==> config.mk <==
export PLATFORM = sky130hd
export DESIGN_NAME = sponge_perm_scheduler
export DESIGN_NICKNAME = d
export VERILOG_FILES = /design/src/rtl/sponge_perm_scheduler.sv
export SDC_FILE = /design/constraint.sdc
export NUM_CORES = 2
export LEC_CHECK = 0
export CAP_MARGIN = 20
export CELL_PAD_IN_SITES_DETAIL_PLACEMENT = 1
export CELL_PAD_IN_SITES_GLOBAL_PLACEMENT = 1
export CORE_AREA = 2 2 660 662
export CTS_CLUSTER_DIAMETER = 100
export DETAILED_ROUTE_END_ITERATION = 8
export DIE_AREA = 0 0 662 664
export PLACE_DENSITY_LB_ADDON = 0.1
export SYNTH_ARGS = -nofsm -noshare
export SYNTH_HDL_FRONTEND = slang
export SYNTH_SLANG_ARGS = --single-unit
==> constraint.sdc <==
create_clock -name clk -period 4.8 [get_ports clk]
set_clock_uncertainty 0.1 [all_clocks]
set_input_delay 0.72 -clock clk [delete_from_list [all_inputs] [get_ports clk]]
set_output_delay 0.72 -clock clk [all_outputs]
set_load 0.02 [all_outputs]
==> src/rtl/sponge_perm_scheduler.sv <==
// Arbitrates two sponge controllers onto one permutation engine and returns its result.
// Latency: request sampled in IDLE -> LAUNCH -> RUN (rounds cycles) -> RESP; rounds==0 goes straight to RESP.
// Backpressure: requesters hold req until done; a busy engine leaves the other request pending.
module sponge_perm_scheduler #(
  parameter int CWIDTH      = 320,
  parameter int RWIDTH      = 32,
  parameter int ROUND_COUNT = 10,
  parameter int TIMEOUT     = 1023
) (
  input  logic                   clk,
  input  logic                   reset,
  input  logic                   req0,
  input  logic                   req1,
  input  logic [CWIDTH-1:0]      c0,
  input  logic [CWIDTH-1:0]      c1,
  input  logic [ROUND_COUNT-1:0] rounds0,
  input  logic [ROUND_COUNT-1:0] rounds1,
  output logic                   gnt0,
  output logic                   gnt1,
  output logic                   done0,
  output logic                   done1,
  output logic [CWIDTH-1:0]      c_out,
  output logic [RWIDTH-1:0]      r_out,
  output logic                   err,
  output logic                   g_go,
  output logic [CWIDTH-1:0]      g_c,
  output logic [ROUND_COUNT-1:0] g_rounds,
  input  logic                   g_done,
  input  logic [CWIDTH-1:0]      g_cout,
  input  logic [RWIDTH-1:0]      g_rout
);

  typedef enum logic [1:0] {
    S_IDLE   = 2'd0,
    S_LAUNCH = 2'd1,
    S_RUN    = 2'd2,
    S_RESP   = 2'd3
  } state_t;

  // Watchdog compare is done one bit wider so the increment never wraps before the compare.
  localparam logic [10:0] TO_LIM = 11'(TIMEOUT);

  state_t                 state_q;
  logic                   owner_q;
  logic                   last_q;
  logic [9:0]             wd_q;
  logic                   gnt0_q, gnt1_q, done0_q, done1_q, err_q, g_go_q;
  logic [CWIDTH-1:0]      c_out_q, g_c_q;
  logic [RWIDTH-1:0]      r_out_q;
  logic [ROUND_COUNT-1:0] g_rounds_q;

  logic                   pick1_d;
  logic [CWIDTH-1:0]      sel_c_d;
  logic [ROUND_COUNT-1:0] sel_rounds_d;
  logic [10:0]            wd_inc_d;

  // Round-robin pick: a lone request wins, a tie goes to whoever was not served last.
  always_comb begin
    pick1_d      = req1 & (~req0 | ~last_q);
    sel_c_d      = pick1_d ? c1 : c0;
    sel_rounds_d = pick1_d ? rounds1 : rounds0;
    wd_inc_d     = {1'b0, wd_q} + 11'd1;
  end

  // Scheduler FSM; every output is a register updated on the transition into its state.
  always_ff @(posedge clk or negedge reset) begin
    if (!reset) begin
      state_q    <= S_IDLE;
      owner_q    <= 1'b0;
      last_q     <= 1'b1;
      wd_q       <= '0;
      gnt0_q     <= 1'b0;
      gnt1_q     <= 1'b0;
      done0_q    <= 1'b0;
      done1_q    <= 1'b0;
      err_q      <= 1'b0;
      g_go_q     <= 1'b0;
      c_out_q    <= '0;
      r_out_q    <= '0;
      g_c_q      <= '0;
      g_rounds_q <= '0;
    end else begin
      case (state_q)
        S_IDLE: begin
          if (req0 | req1) begin
            owner_q    <= pick1_d;
            g_c_q      <= sel_c_d;
            g_rounds_q <= sel_rounds_d;
            gnt0_q     <= ~pick1_d;
            gnt1_q     <= pick1_d;
            if (sel_rounds_d == '0) begin
              // Zero rounds is the identity permutation: answer without waking the engine.
              c_out_q <= sel_c_d;
              r_out_q <= sel_c_d[CWIDTH-1 -: RWIDTH];
              err_q   <= 1'b0;
              done0_q <= ~pick1_d;
              done1_q <= pick1_d;
              state_q <= S_RESP;
            end else begin
              g_go_q  <= 1'b1;
              state_q <= S_LAUNCH;
            end
          end
        end
        S_LAUNCH: begin
          wd_q    <= '0;
          state_q <= S_RUN;
        end
        S_RUN: begin
          if (g_done) begin
            c_out_q <= g_cout;
            r_out_q <= g_rout;
            err_q   <= 1'b0;
            g_go_q  <= 1'b0;
            done0_q <= ~owner_q;
            done1_q <= owner_q;
            state_q <= S_RESP;
          end else if (wd_inc_d == TO_LIM) begin
            // Engine hung: report the abort and keep the previous result visible.
            err_q   <= 1'b1;
            g_go_q  <= 1'b0;
            done0_q <= ~owner_q;
            done1_q <= owner_q;
            state_q <= S_RESP;
          end else begin
            wd_q <= wd_q + 10'd1;
          end
        end
        S_RESP: begin
          done0_q <= 1'b0;
          done1_q <= 1'b0;
          gnt0_q  <= 1'b0;
          gnt1_q  <= 1'b0;
          last_q  <= owner_q;
          state_q <= S_IDLE;
        end
        default: state_q <= S_IDLE;
      endcase
    end
  end

  assign gnt0     = gnt0_q;
  assign gnt1     = gnt1_q;
  assign done0    = done0_q;
  assign done1    = done1_q;
  assign err      = err_q;
  assign g_go     = g_go_q;
  assign c_out    = c_out_q;
  assign r_out    = r_out_q;
  assign g_c      = g_c_q;
  assign g_rounds = g_rounds_q;

endmodule

==> flow_metrics.tcl <==
set metrics [dict create \
    status "finished clean" \
    antenna_found_initial 144 \
    grt_use_total_pct 13.3 \
    wirelength_um 303000 \
    fin_area_um2 61400 \
    numCtsBuffers 117 \
    gr-total-overflow 0 \
    routabilityCongestion 0.798 \
    drive_above_1_share_pct 6.66 \
    crit_path_end_kind "register" \
    hold_class "input pin to register" \
    max_stage_delay_ns 0.51 \
    netSwitchingPower_mw 17.6 \
    rows 242 \
    place_area_um2 57700 \
    synth_edf_count 0 \
    ios 1705 \
    slew_headroom_pct 28.1 \
    drtIter0Drc 1565 \
    clock_sinks 702 \
    root_buffer "clkbuf_16" \
    leakage_nw 23.5 \
    dp_hpwl_um 246000 \
    ys.flop_type "dfrtp_1" \
    yosysUniqueCellTypes 44 \
    seq_power_share_pct 26.5 \
    p_clk_share_pct 21.3 \
    cts.repair.resized 0 \
    synth_cells 3184 \
    p_comb_share_pct 52.1 \
    grt_pass1_vias 36700 \
    drc 0 \
    swShare_pct 44.6 \
    mostFrequentLayoutCells "clkdlybuf4s50_1, dfrtp_1, nand2_1, o21ai_0, mux2i_1" \
    finalSetupViolations 0 \
    ys_seq_area_share_pct 52.7 \
    fin_crit_ns 3.43 \
    grt_pass1_wl_um 390000 \
    port-buffer-count 1704 \
    critical_path_required_ns 5.49 \
    start_kind "register" \
    wire_per_inst_um 28.4 \
    intPower_mw 21.9 \
    fin_crit_sh_pct 71.5 \
    hold_violations 0 \
    final_common_cell "clkdlybuf4s50_1" \
    ant_nets 0 \
    path_max_fanout 86 \
    ctsHoldBuffers 1 \
    clkLatencyLatePin_ns 0.85 \
    vdd_drop_max_mv 0.456 \
    avgSynthCellArea_um2 10.5 \
    nets 5851 \
    arrival_ns 4.12 \
    viasPerCell 3.19 \
    powerDensity_nw_per_um2 644 \
    clk_pin_slew_ns 0.06 \
    die_height_um 664 \
    tns_ns 0 \
    grt_setup_unrepaired "no" \
    clock_path_buffers 4 \
    slew_viol_final 0 \
    synth_nets 4207 \
    cp_cell_sequence "inv_1 > ha_1 > buf_4 > o21ai_4 > a21oi_4 > o211ai_1 > buf_12 > buf_4 > o22ai_1 > a21oi_1" \
    power_mw 39.5 \
    max_cap_violations 0 \
    fmax_mhz 291 \
    post_cts_buffers 0 \
    fp.dieW_um 662 \
    critical_path.slowest_cell "buf_4" \
    synth_seq_cells 702 \
    synth_area_um2 33400 \
    initial_utilization_pct 7.71 \
    syn_to_final_growth_pct 84.1 \
    cpMostUsedCell "buf_4" \
    grt_start_max_net_pins 164 \
    ys.warnings.count 0 \
    die_area_um2 440000 \
    cts_tree "built" \
    synthArstFlopShare_pct 100 \
    core_area_um2 433000 \
    num_vias 34000 \
    worstSetupPathType "register to register" \
    worst_slew_pin_slew_ns 1.08 \
    cts_max_level 3 \
    drt_first_pass_iters 5 \
]
worst paths after layout:
| kind | from | end | slack, ns | cells after the start |
|---|---|---|---|---|
| worst max-delay path | state_q[1] | r_out[30] | 1.37 | 10 |
| worst min register to register | g_c[249] | g_c[249] | 0.38 | 2 |
| worst max register to register | state_q[1] | r_out[30] | 1.37 | 10 |
| max in group asynchronous | reset | g_c[73] | 2.87 | 3 |
| worst min-delay path | rounds0[0] | g_rounds[0] | 0.37 | 3 |
| min in group asynchronous | reset | g_c[263] | 0.41 | 2 |
per-layer routing:
| metal | GRT usage [%] | vias to the layer above | part of all wire [%] |
|---|---|---|---|
| li1 | - | 15200 | - |
| met1 | 14.0 | 17200 | 37 |
| met2 | 25.4 | 1180 | 53 |
| met3 | 4.78 | 367 | 8.0 |
| met4 | 2.16 | 58 | 1.9 |
| met5 | 0 | - | 0.13 |
kinds of logic after synthesis:
logic type / after synthesis / synth area share (%)
AND/OR/NAND/NOR: 782 / 9.20
adder cells (fa/ha/maj): 6 / 0.225
multiplexers: 326 / 9.80
AO/OA/AOI/OAI: 1054 / 24.1
flip-flops: 702 / 52.7
XOR/XNOR: 3 / 0.0788
buffers and inverters: 311 / 3.95
sequential cells by signal (all words and copies together) (netlist names):
register / cells
g_c: 320
owner_q: 1
done0: 1
gnt0: 1
r_out: 32
gnt1: 1
last_q: 1
wd_q: 10
err: 1
c_out: 320
g_rounds: 10
g_go: 1
done1: 1
state_q: 2
cells in the mapped netlist (2+ instances only):
library cell / count / area (um^2)
nor2_1: 101 / 379
o22ai_1: 63 / 394
nand4_1: 3 / 18.8
buf_2: 108 / 541
dfrtp_1: 701 / 17500
or3_1: 3 / 18.8
nor4_1: 6 / 37.5
xnor2_1: 3 / 26.3
o221a_2: 13 / 146
o211ai_1: 265 / 1990
o21ai_1: 4 / 20.0
o221a_1: 277 / 3120
buf_4: 4 / 30.0
o31ai_1: 30 / 225
a21oi_1: 18 / 90.1
nand2_1: 615 / 2310
o21ai_0: 333 / 1670
mux2_2: 4 / 45.0
a31o_2: 2 / 17.5
nand2b_1: 4 / 25.0
nand3_1: 32 / 160
nor3_1: 4 / 20.0
mux2i_1: 322 / 3220
nand3b_1: 10 / 75.1
a21o_1: 3 / 22.5
a31oi_1: 10 / 62.6
clkbuf_1: 171 / 642
and2_1: 2 / 12.5
ha_1: 6 / 75.1
a211oi_1: 28 / 210
inv_1: 9 / 33.8
buf_1: 18 / 67.6
through the flow:
| stage | hold WS [ns] | worst slack [ns] | cells | utilization, % |
|---|---|---|---|---|
| 2_1_floorplan | 0.324 | 2.42 | 3184 | - |
| 3_3_place_gp | 0.362 | 0.727 | 10400 | 13.3 |
| 3_5_place_dp | 0.370 | 0.737 | 10400 | 13.3 |
| 4_1_cts | 0.236 | 1.39 | 10600 | 14.2 |
| 5_1_grt | 0.284 | 1.11 | 10700 | 14.2 |
| 6_report | 0.370 | 1.37 | 10700 | 14.2 |
area by class of cell:
| class | count | area [um^2] |
|---|---|---|
| Multi-Input combinational cell | 2171 | 14600 |
| Antenna cell | 31 | 77.6 |
| Timing Repair Buffer | 1826 | 18400 |
| Clock inverter | 28 | 220 |
| Fill cell | 49800 | 371000 |
| Tap cell | 5734 | 7170 |
| Clock buffer | 173 | 3410 |
| Inverter | 10 | 45.0 |
| Sequential cell | 702 | 17600 |
worst max-delay path: cells and delay by family (launching register included):
kind	cells	cell delay, ns
AOI/OAI and AO/OA	5	0.94
DFF	1	0.43
buffers and inverters	4	1.20
adders and majority gates	1	0.30
power by group through the flow:
stage	Clock (mW)	Combinational, mW	Sequential [mW]
2_1_floorplan	0	6.50	13.2
3_3_place_gp	0	21.3	10.6
3_5_place_dp	0	21.4	10.6
4_1_cts	8.94	21.4	10.6
5_1_grt	9.07	22.2	10.9
6_report	8.43	20.6	10.5
Note: power is estimated with default switching activity, not from simulation.
